$ cat src/rtl/fractcam_pkg.sv
// Shared definitions for the fractcam rule-update path.
package fractcam_pkg;

    // Update request opcode.
    typedef enum logic {
        OP_WRITE  = 1'b0,
        OP_DELETE = 1'b1
    } op_e;

    // Entries per SRL block and bits needed to select one of them.
    localparam int unsigned SLOT_W            = 3;
    localparam int unsigned SLOTS             = 8;

    // Default enable hold per pass: 256 shift cycles plus 32 write cycles.
    localparam int unsigned UPDATE_CYCLES_DEF = 288;

    // Update scheduler FSM encoding.
    typedef enum logic [2:0] {
        ST_IDLE  = 3'd0,
        ST_READ  = 3'd1,
        ST_MERGE = 3'd2,
        ST_RUN   = 3'd3,
        ST_DRAIN = 3'd4
    } state_e;

endpackage

$ cat src/rtl/tcam_shadow_ram.sv
// Simple dual-port RAM: one write port, one synchronous read port (1-cycle latency).
module tcam_shadow_ram #(
    parameter int unsigned DEPTH = 4,
    parameter int unsigned AW    = 2,
    parameter int unsigned WIDTH = 640
) (
    input  logic             clk,
    input  logic             wr_en,
    input  logic [AW-1:0]    wr_addr,
    input  logic [WIDTH-1:0] wr_data,
    input  logic             rd_en,
    input  logic [AW-1:0]    rd_addr,
    output logic [WIDTH-1:0] rd_data
);

    logic [WIDTH-1:0] mem [DEPTH];

    // Storage write and registered read; contents survive reset by design.
    always_ff @(posedge clk) begin
        if (wr_en) begin
            mem[wr_addr] <= wr_data;
        end
        if (rd_en) begin
            rd_data <= mem[rd_addr];
        end
    end

endmodule

$ cat src/rtl/tcam_update_sched.sv
// Sequences single-entry rule updates into the fractcam SRL update datapath.
module tcam_update_sched
    import fractcam_pkg::*;
#(
    parameter int unsigned TCAM_WIDTH        = 40,
    parameter int unsigned SLICEM_ADDR_WIDTH = 2,
    parameter int unsigned TCAM_DEPTH        = 32,
    parameter int unsigned UPDATE_CYCLES     = UPDATE_CYCLES_DEF
) (
    input  logic                          clk,
    input  logic                          rst,
    input  logic                          req_valid,
    output logic                          req_ready,
    input  logic                          req_op,
    input  logic [SLICEM_ADDR_WIDTH+2:0]  req_addr,
    input  logic [TCAM_WIDTH-1:0]         req_data,
    input  logic [TCAM_WIDTH-1:0]         req_keep,
    output logic [TCAM_WIDTH*8-1:0]       upd_data,
    output logic [TCAM_WIDTH*8-1:0]       upd_keep,
    output logic                          upd_enable,
    output logic [SLICEM_ADDR_WIDTH-1:0]  upd_enable_sel,
    input  logic                          upd_busy,
    output logic                          search_stall,
    output logic [TCAM_DEPTH-1:0]         entry_valid,
    output logic                          done
);

    localparam int unsigned ADDR_WIDTH = SLICEM_ADDR_WIDTH + 3;
    localparam int unsigned BLOCKS     = 2 ** SLICEM_ADDR_WIDTH;
    localparam int unsigned BLK_W      = TCAM_WIDTH * SLOTS;
    localparam int unsigned WORD_W     = 2 * BLK_W;
    localparam int unsigned CNT_W      = $clog2(UPDATE_CYCLES + 1);

    state_e                        state_q;
    state_e                        state_d;
    logic [CNT_W-1:0]              cnt_q;
    logic                          armed_q;
    op_e                           op_q;
    logic [ADDR_WIDTH-1:0]         addr_q;
    logic [TCAM_WIDTH-1:0]         data_q;
    logic [TCAM_WIDTH-1:0]         keep_q;

    logic                          accept_c;
    logic                          merge_c;
    logic                          drain_exit_c;
    logic [WORD_W-1:0]             rd_word;
    logic [BLK_W-1:0]              merged_data;
    logic [BLK_W-1:0]              merged_keep;
    logic [SLOT_W-1:0]             slot;
    logic [SLICEM_ADDR_WIDTH-1:0]  blk;
    logic [SLICEM_ADDR_WIDTH-1:0]  req_blk;
    int unsigned                   slot_lsb;

    assign slot     = addr_q[SLOT_W-1:0];
    assign blk      = addr_q[ADDR_WIDTH-1:SLOT_W];
    assign req_blk  = req_addr[ADDR_WIDTH-1:SLOT_W];
    assign slot_lsb = 32'(slot) * TCAM_WIDTH;

    // Block-wide shadow of data (low half) and keep (high half).
    tcam_shadow_ram #(
        .DEPTH (BLOCKS),
        .AW    (SLICEM_ADDR_WIDTH),
        .WIDTH (WORD_W)
    ) u_shadow (
        .clk     (clk),
        .wr_en   (merge_c),
        .wr_addr (blk),
        .wr_data ({merged_keep, merged_data}),
        .rd_en   (accept_c),
        .rd_addr (req_blk),
        .rd_data (rd_word)
    );

    // Handshake and completion strobes; ready is held low for the cycle after reset.
    always_comb begin
        req_ready    = (state_q == ST_IDLE) && armed_q && !upd_busy;
        accept_c     = req_valid && req_ready;
        merge_c      = (state_q == ST_MERGE);
        drain_exit_c = (state_q == ST_DRAIN) && !upd_busy;
        done         = drain_exit_c;
    end

    // Replace the target slot inside the block read back from the shadow.
    always_comb begin
        merged_data = rd_word[BLK_W-1:0];
        merged_keep = rd_word[WORD_W-1:BLK_W];
        if (op_q == OP_WRITE) begin
            merged_data[slot_lsb +: TCAM_WIDTH] = data_q;
            merged_keep[slot_lsb +: TCAM_WIDTH] = keep_q;
        end else begin
            merged_data[slot_lsb +: TCAM_WIDTH] = '0;
            merged_keep[slot_lsb +: TCAM_WIDTH] = '1;
        end
    end

    // FSM state register.
    always_ff @(posedge clk) begin
        if (rst) begin
            state_q <= ST_IDLE;
        end else begin
            state_q <= state_d;
        end
    end

    // FSM next-state logic.
    always_comb begin
        state_d = state_q;
        case (state_q)
            ST_IDLE: begin
                if (accept_c) begin
                    state_d = ST_READ;
                end
            end
            ST_READ: begin
                state_d = ST_MERGE;
            end
            ST_MERGE: begin
                state_d = ST_RUN;
            end
            ST_RUN: begin
                if (cnt_q == CNT_W'(UPDATE_CYCLES - 1)) begin
                    state_d = ST_DRAIN;
                end
            end
            ST_DRAIN: begin
                if (drain_exit_c) begin
                    state_d = ST_IDLE;
                end
            end
            default: begin
                state_d = ST_IDLE;
            end
        endcase
    end

    // Request capture, pass counter, datapath drive and valid-mask maintenance.
    always_ff @(posedge clk) begin
        if (rst) begin
            armed_q        <= 1'b0;
            cnt_q          <= '0;
            op_q           <= OP_WRITE;
            addr_q         <= '0;
            data_q         <= '0;
            keep_q         <= '0;
            upd_data       <= '0;
            upd_keep       <= '0;
            upd_enable     <= 1'b0;
            upd_enable_sel <= '0;
            search_stall   <= 1'b0;
            entry_valid    <= '0;
        end else begin
            armed_q <= 1'b1;

            if (accept_c) begin
                op_q   <= op_e'(req_op);
                addr_q <= req_addr;
                data_q <= req_data;
                keep_q <= req_keep;
            end

            if (state_q == ST_RUN) begin
                cnt_q <= cnt_q + CNT_W'(1);
            end else begin
                cnt_q <= '0;
            end

            // A stale rule must not hit while its block is being rewritten.
            if (merge_c) begin
                upd_data            <= merged_data;
                upd_keep            <= merged_keep;
                upd_enable_sel      <= blk;
                entry_valid[addr_q] <= 1'b0;
            end

            if (drain_exit_c && (op_q == OP_WRITE)) begin
                entry_valid[addr_q] <= 1'b1;
            end

            // Enable tracks RUN without gaps; stall covers RUN and DRAIN.
            upd_enable   <= (state_d == ST_RUN);
            search_stall <= (state_d == ST_RUN) || (state_d == ST_DRAIN);
        end
    end

endmodule

$ cat config.mk
export PLATFORM = sky130hd
export DESIGN_NAME = tcam_update_sched
export DESIGN_NICKNAME = d
export VERILOG_FILES = /design/src/rtl/fractcam_pkg.sv /design/src/rtl/tcam_shadow_ram.sv /design/src/rtl/tcam_update_sched.sv
export SDC_FILE = /design/constraint.sdc
export NUM_CORES = 2
export LEC_CHECK = 0
export CORE_ASPECT_RATIO = 1.75
export CORE_MARGIN = 2
export CORE_UTILIZATION = 25
export CTS_BUF_LIST = sky130_fd_sc_hd__clkbuf_16
export DETAILED_ROUTE_END_ITERATION = 8
export DONT_BUFFER_PORTS = 1
export PLACE_DENSITY = 0.34
export SLEW_MARGIN = 20
export SYNTH_ARGS = -nofsm -noshare
export SYNTH_HDL_FRONTEND = slang
export SYNTH_SLANG_ARGS = --single-unit
$ cat constraint.sdc
create_clock -name clk -period 87.9 [get_ports clk]
set_input_delay 4.395 -clock clk [delete_from_list [all_inputs] [get_ports clk]]
set_output_delay 4.395 -clock clk [all_outputs]
set_load 0.1 [all_outputs]
# ---- Word level (Yosys, flattened, before mapping)
# Memory sizes are Yosys's and may differ from the RTL's. A register that Yosys moved wholly into a read port is not among the register bits.
# Cells that the tools add are included.
dict set report classes {
  div_mod_pow 0
  shifts 5
  n_bitwise 5
  muxes 18
  n_lt_le_gt_ge 2
  n_addsub 2
  n_eq_ne 7
  multipliers 1
  reduce_logical 10
}
# op count
set ops {}
lappend ops {{320-bit bitwise mux} 4}
lappend ops {{320-bit 2-to-1 mux} 2}
lappend ops {{40-bit by 34-bit variable part select with 320-bit output} 2}
lappend ops {{40-bit by 34-bit variable part select with 320-bit output, first input constant} 2}
lappend ops {{40-bit by 34-bit variable shift with 320-bit output, first input constant} 1}
lappend ops {{32-bit 2-to-1 mux} 3}
lappend ops {{9-bit negator with 34-bit output} 1}
lappend ops {{32-bit bitwise AND} 1}
lappend ops {{32-bit inverter} 1}
lappend ops {{32-bit OR} 1}
lappend ops {{3-bit one-hot mux with 5 select lines} 1}
lappend ops {{9-bit by 1-bit adder with 9-bit output, second input constant} 1}
lappend ops {{3-bit by 2-bit equality test with 1-bit output, second input constant} 3}
lappend ops {{9-bit equality test, second input constant} 1}
lappend ops {{3-bit 2-to-1 mux} 3}
lappend ops {{3-bit equality test, second input constant} 2}
lappend ops {{1-bit logical AND} 6}
lappend ops {{5-bit by 6-bit < comparator with 1-bit output, second input constant} 1}
lappend ops {{3-bit by 3-bit multiplier with 6-bit output, second input constant} 1}
lappend ops {{1-bit demux with 5-bit select} 1}
lappend ops {{5-bit by 1-bit greater-or-equal comparator with 1-bit output, second input constant} 1}
lappend ops {{1-bit 2-to-1 mux} 4}
lappend ops {{3-bit by 1-bit equality test with 1-bit output, second input constant} 1}
lappend ops {{3-bit logical NOT} 1}
lappend ops {{4 further kinds} 5}
dict set report totals {
  ff_bits 775
  n_memories 1
  word_cells 64
  romBits 0
  latchBits 0
  mem_bits_rw 2560
}
# name depth width read_ports rd_ports_with_merged_regs write_ports line
set mem_list {}
lappend mem_list {u_shadow.mem 4 640 1 1 1 tcam_shadow_ram.sv:16} ;# logic [WIDTH-1:0] mem [DEPTH];

# ---- Depth between registers and ports, before layout
dict set report logic_depth {
  ltp_word 10
  ltp_mapped 20
  mapped_depth_nobuf 12
}

# ---- Modules after synthesis
# Synthesis repeated with hierarchy kept, for this count alone.
dict set report hier_totals {
  cells_unflattened 9483
  area_unflattened_um2 155889.5
}
# module n_inst area_each_um2 seq_area_each_um2 cells_per_inst
set modules_own_cells {}
lappend modules_own_cells {tcam_shadow_ram 1 112242.6 96092.2 3986}
lappend modules_own_cells {tcam_update_sched 1 43646.9 15514.9 5497}

# ---- Worst setup path before layout
# No wires, ideal clock.
dict set report synth_timing {
  path_kind {reg2reg}
  from {register state_q[2]}
  to {memory u_shadow.mem[0][0], enable pin}
  path_buffers 3
  required_ns 85.472
  period_less_slack_ns 46.832
  slack_ns 41.068
  path_stages_with_launch 7
  arrival_ns 44.404
  path_cell_list {dfxtp_1 -> nand2b_1 -> or2_2 -> clkbuf_1 -> clkbuf_1 -> clkbuf_1 -> nor3_1}
}
dict set report synth_via {
  elab_chain_cells 3
}
# element line
set synth_lines {}
lappend synth_lines {{start: declaration} tcam_update_sched.sv:34} ;# state_e state_q;
lappend synth_lines {{start signal: assignment} tcam_update_sched.sv:101} ;# state_q <= state_d;
lappend synth_lines {{3-bit by 2-bit equality test with 1-bit output} tcam_update_sched.sv:78} ;# merge_c = (state_q == ST_MERGE);
lappend synth_lines {{1-bit 2-to-1 mux} tcam_shadow_ram.sv:20} ;# if (wr_en) begin
lappend synth_lines {{1-bit 2-to-1 mux (implied by the code)} tcam_shadow_ram.sv:21} ;# mem[wr_addr] <= wr_data;
lappend synth_lines {{end: declaration} tcam_shadow_ram.sv:16}
# Every way passes these cells.

# ---- Worst setup path after layout
dict set report layout_timing {
  from {input port upd_busy}
  to {output port req_ready}
}
dict set report layout_via {
  elab_chain_cells 2
}
# element line
set layout_lines {}
lappend layout_lines {{start: declaration} tcam_update_sched.sv:22} ;# input logic upd_busy,
lappend layout_lines {{1-bit logical NOT} tcam_update_sched.sv:76} ;# req_ready = (state_q == ST_IDLE) && armed_q && !upd_busy;
lappend layout_lines {{1-bit logical AND} tcam_update_sched.sv:76}
lappend layout_lines {{end: declaration} tcam_update_sched.sv:13} ;# output logic req_ready,
# Every way passes these cells.

==> results by group <==
Global routing
  • GRT Util Overall: 0.204
  • Largest net degree at the start of global routing: 161
  • Global route overflow: 0
  • First-pass GRT wire length: 867000 um
  • Initial antenna violation count: 73
  • Vias in the first global route: 92600

Critical path
  • Cell depth of the worst flop-to-flop path: 14
  • Register-to-register setup slack: 80.53 ns
  • Critical Path End Type: primary output
  • WP buf/inv: 0
  • WS Path Type: in -> out
  • Crit Reg-Reg Endpoint: u_shadow.mem[3][161]
  • Startpoint types: input pin
  • Largest stage delay, worst path: 0.90 ns
  • Arrival time worst endpoint: 5.36 ns
  • CP delay by family, top: simple AND/OR/NAND/NOR gates
  • Slowest-stage cell, CP: and3_1
  • Critical Path Start: upd_busy
  • Reg2Reg Launch Point: addr_q[1]
  • Crit-path cells: nor2_1 -> and3_1
  • CP Max Fanout: 5
  • Crit path required time: 83.51 ns

Logic synthesis
  • Leading area contributor after synthesis: edfxtp_1
  • Yosys reg bits: 3975
  • Post-Syn Area: 154000 sq um
  • Synth cell types: 105
  • Synthesized instance count: 9364
  • Post-synth top area share: 0.623
  • Post-Synth Simple-Gate Area: 0.0480
  • Mux contribution to synthesized area: 0.110
  • Post-synthesis adder-cell area fraction: 0.000973
  • Yosys Warn Count: 0
  • Post-Syn Nets: 9466
  • Syn_area_per_cell: 16.5 sq um
  • EDFF count, synth: 3200
  • Largest family of logic cells by synthesized area: multiplexers
  • Top cells by area, synth: edfxtp_1 (62%), dfxtp_1 (10%), mux4_2 (9.7%)
  • Async set-or-reset flop fraction in the synthesized netlist: 0
  • XOR/XNOR Fraction of Synth Area: 0.000567
  • Compound-Gate Fraction of Synth Area: 0.0989
  • Top cells by count, synth: edfxtp_1 (3200), nand2_1 (850), dfxtp_1 (775)
  • Main synth FF type: edfxtp_1
  • Most frequent cell after synthesis: edfxtp_1
  • Sequential-to-total area share from yosys stat: 0.723

STA
  • RSZ-0062 raised after global routing: no
  • Final setup TNS: 0 ns
  • Rel. slew slack: 0.161
  • Final setup viols: 0
  • Pins Over Slew Limit: 0
  • Final hold viol count: 0
  • Worst slew pin tran: 1.26 ns
  • Clock skew: 0.122 ns
  • Fin crit share: 0.111
  • Hold WS: 0.474 ns
  • Max frequency: 0.103 GHz
  • Tmin final: 9.76 ns

Route
  • Antenna viol nets, final: 0
  • DRC: 0
  • Drt first pass iters: 6
  • Post-Route WL: 652000 um
  • 1st-iter DRT viols: 8622
  • Metal-1 WL: 254000 um
  • Met3 routed WL: 46300 um
  • Detail Route met2 WL: 325000 um
  • WL per Instance: 35.9 um
  • Vias per cell: 5.03
  • Via count: 91300
  • Highest Signal Layer: met5

Worst hold path
  • Min-delay src: upd_keep[219]
  • Hold path endpoint: upd_keep[219]
  • Hold path cells: 2
  • Hold Crit Class: reg -> reg

Clock tree
  • Reg clk slew, reported paths: 0.06 ns
  • Clock root buffer: clkbuf_16
  • Hold buffer count at CTS: 0
  • # Post-CTS Setup Buffers: 0
  • CTS tree: done
  • Clock Latency Late Sink: 1.07 ns
  • CTS Buf Count: 421
  • CTS max path bufs: 5
  • Htree depth: 5
  • Post_cts resized: 0
  • Sink Count: 3975

Die
  • Die H: 1040 um
  • Initial core utilization: 0.251
  • # rows: 381
  • Die Width: 598 um
  • Die ar.: 624000 sq um
  • Core ar.: 615000 sq um
  • Ports: 768

Pwr
  • Worst VDD drop: 0.0000155 V
  • Pleak: 0.0578 uW
  • PD cells: 23.6 nW/um^2

Placement
  • Post-detail-place hpwl: 441000 um
  • IO Port Bufs: 0
  • GP Congestion: 0.868

Layout
  • FILL cells: 61300
  • Share of layout cells above drive strength 1: 0.233
  • Layout area overhead: 16.9%
  • Nets: 9827

Job
  • Max cap viols: 0

Outcome
  • Run status: completed
==> cell usage in the layout (no fill, tap or decap), types with 25 or more instances in the layout <==
cell,instances
nand2b_1,25
clkinv_1,109
buf_4,552
a22oi_1,92
inv_1,159
o211ai_1,32
nor3_1,27
clkinv_2,67
o2bb2ai_1,41
diode_2,41
o22a_1,48
a21boi_0,30
a32oi_1,71
nand3_1,116
and3_1,41
mux4_2,662
nand4_1,31
o21ai_1,36
clkbuf_16,437
o31ai_1,69
and2_1,44
nand2_1,846
o32ai_1,35
dfxtp_1,691
a221oi_1,43
dfxtp_2,82
edfxtp_1,3200
mux2_2,114
mux2i_1,79
o22ai_1,72
a21oi_1,243
nor2_1,343
o21ba_2,177
a21o_1,31
o21ai_0,556
a31oi_1,108
a22o_1,276
==> flip-flops by register name, indices dropped and copies added (netlist names), 9 cells and up <==
register and count:
data_q 40, upd_data 320, u_shadow.rd_data 640, entry_valid 32, cnt_q 9, upd_keep 320, u_shadow.mem 2560, keep_q 40
==> how the worst max path moves through the flow <==
stage                                  endpoint  slack, ns  depth (start not counted)
final                                 req_ready      78.14                          2
after floorplan              u_shadow.mem[0][0]      41.07                          6
after detailed placement  u_shadow.rd_data[123]      78.08                          7
after global routing                  req_ready      78.12                          2
after CTS                             req_ready      78.14                          2
after global placement    u_shadow.rd_data[120]      78.06                          7
==> area by class of cell <==
cell class | count | area (sq um) | area share
Antenna cell | 41 | 103 | 0.000569
Sequential cell | 3975 | 112000 | 0.619
Multi-Input combinational cell | 4684 | 40600 | 0.225
Timing Repair Buffer | 587 | 4910 | 0.0272
Tap cell | 8043 | 10100 | 0.0558
Inverter | 56 | 226 | 0.00126
Clock inverter | 327 | 1920 | 0.0107
Clock buffer | 437 | 10900 | 0.0606
==> power breakdown <==
| group | leakage, uW | internal, uW | switching, uW |
|---|---|---|---|
| logic | 0.0157 | 88.4 | 247 |
| clock network | 0.00674 | 944 | 773 |
| registers | 0.0353 | 2080 | 117 |
==> routing by layer <==
| layer | vias to the layer above | global-route usage |
|---|---|---|
| li1 | 38100 | - |
| met1 | 49200 | 0.245 |
| met2 | 3189 | 0.351 |
| met3 | 799 | 0.0498 |
| met4 | 24 | 0.0773 |
| met5 | - | 0 |
==> worst register-to-register path, cell delays in order, from the launching register on <==
cell and delay [ns]:
dfxtp_2 0.31, buf_4 0.46, clkinv_1 0.77, ha_4 0.49
inv_1 0.37, ha_4 0.53, buf_4 0.60, nor2b_2 0.69
buf_4 0.36, o211a_1 0.20, and2_1 0.55, o211ai_1 0.15
buf_4 0.31, a221oi_1 0.96, nor2_1 0.21
==> kinds of logic after synthesis <==
group | after synthesis
fa+ha+maj | 12
simple gates | 1646
mux | 858
xor+xnor | 10
buf+inv | 705
compound gates | 2158
flops | 3975
==> metrics by stage <==
step | worst slack (ns) | util | area (sq um) | power [uW] | std cells
global route | 78.12 | 0.293 | 180000 | 4390 | 18100
floorplan | 41.07 | - | 154000 | 2460 | 9364
CTS | 78.14 | 0.293 | 180000 | 4320 | 18100
global placement | 78.06 | 0.272 | 167000 | 2570 | 17300
finish | 78.14 | 0.293 | 180000 | 4250 | 18200
detailed placement | 78.08 | 0.272 | 167000 | 2580 | 17300
Note: power is estimated with default switching activity, not from simulation.
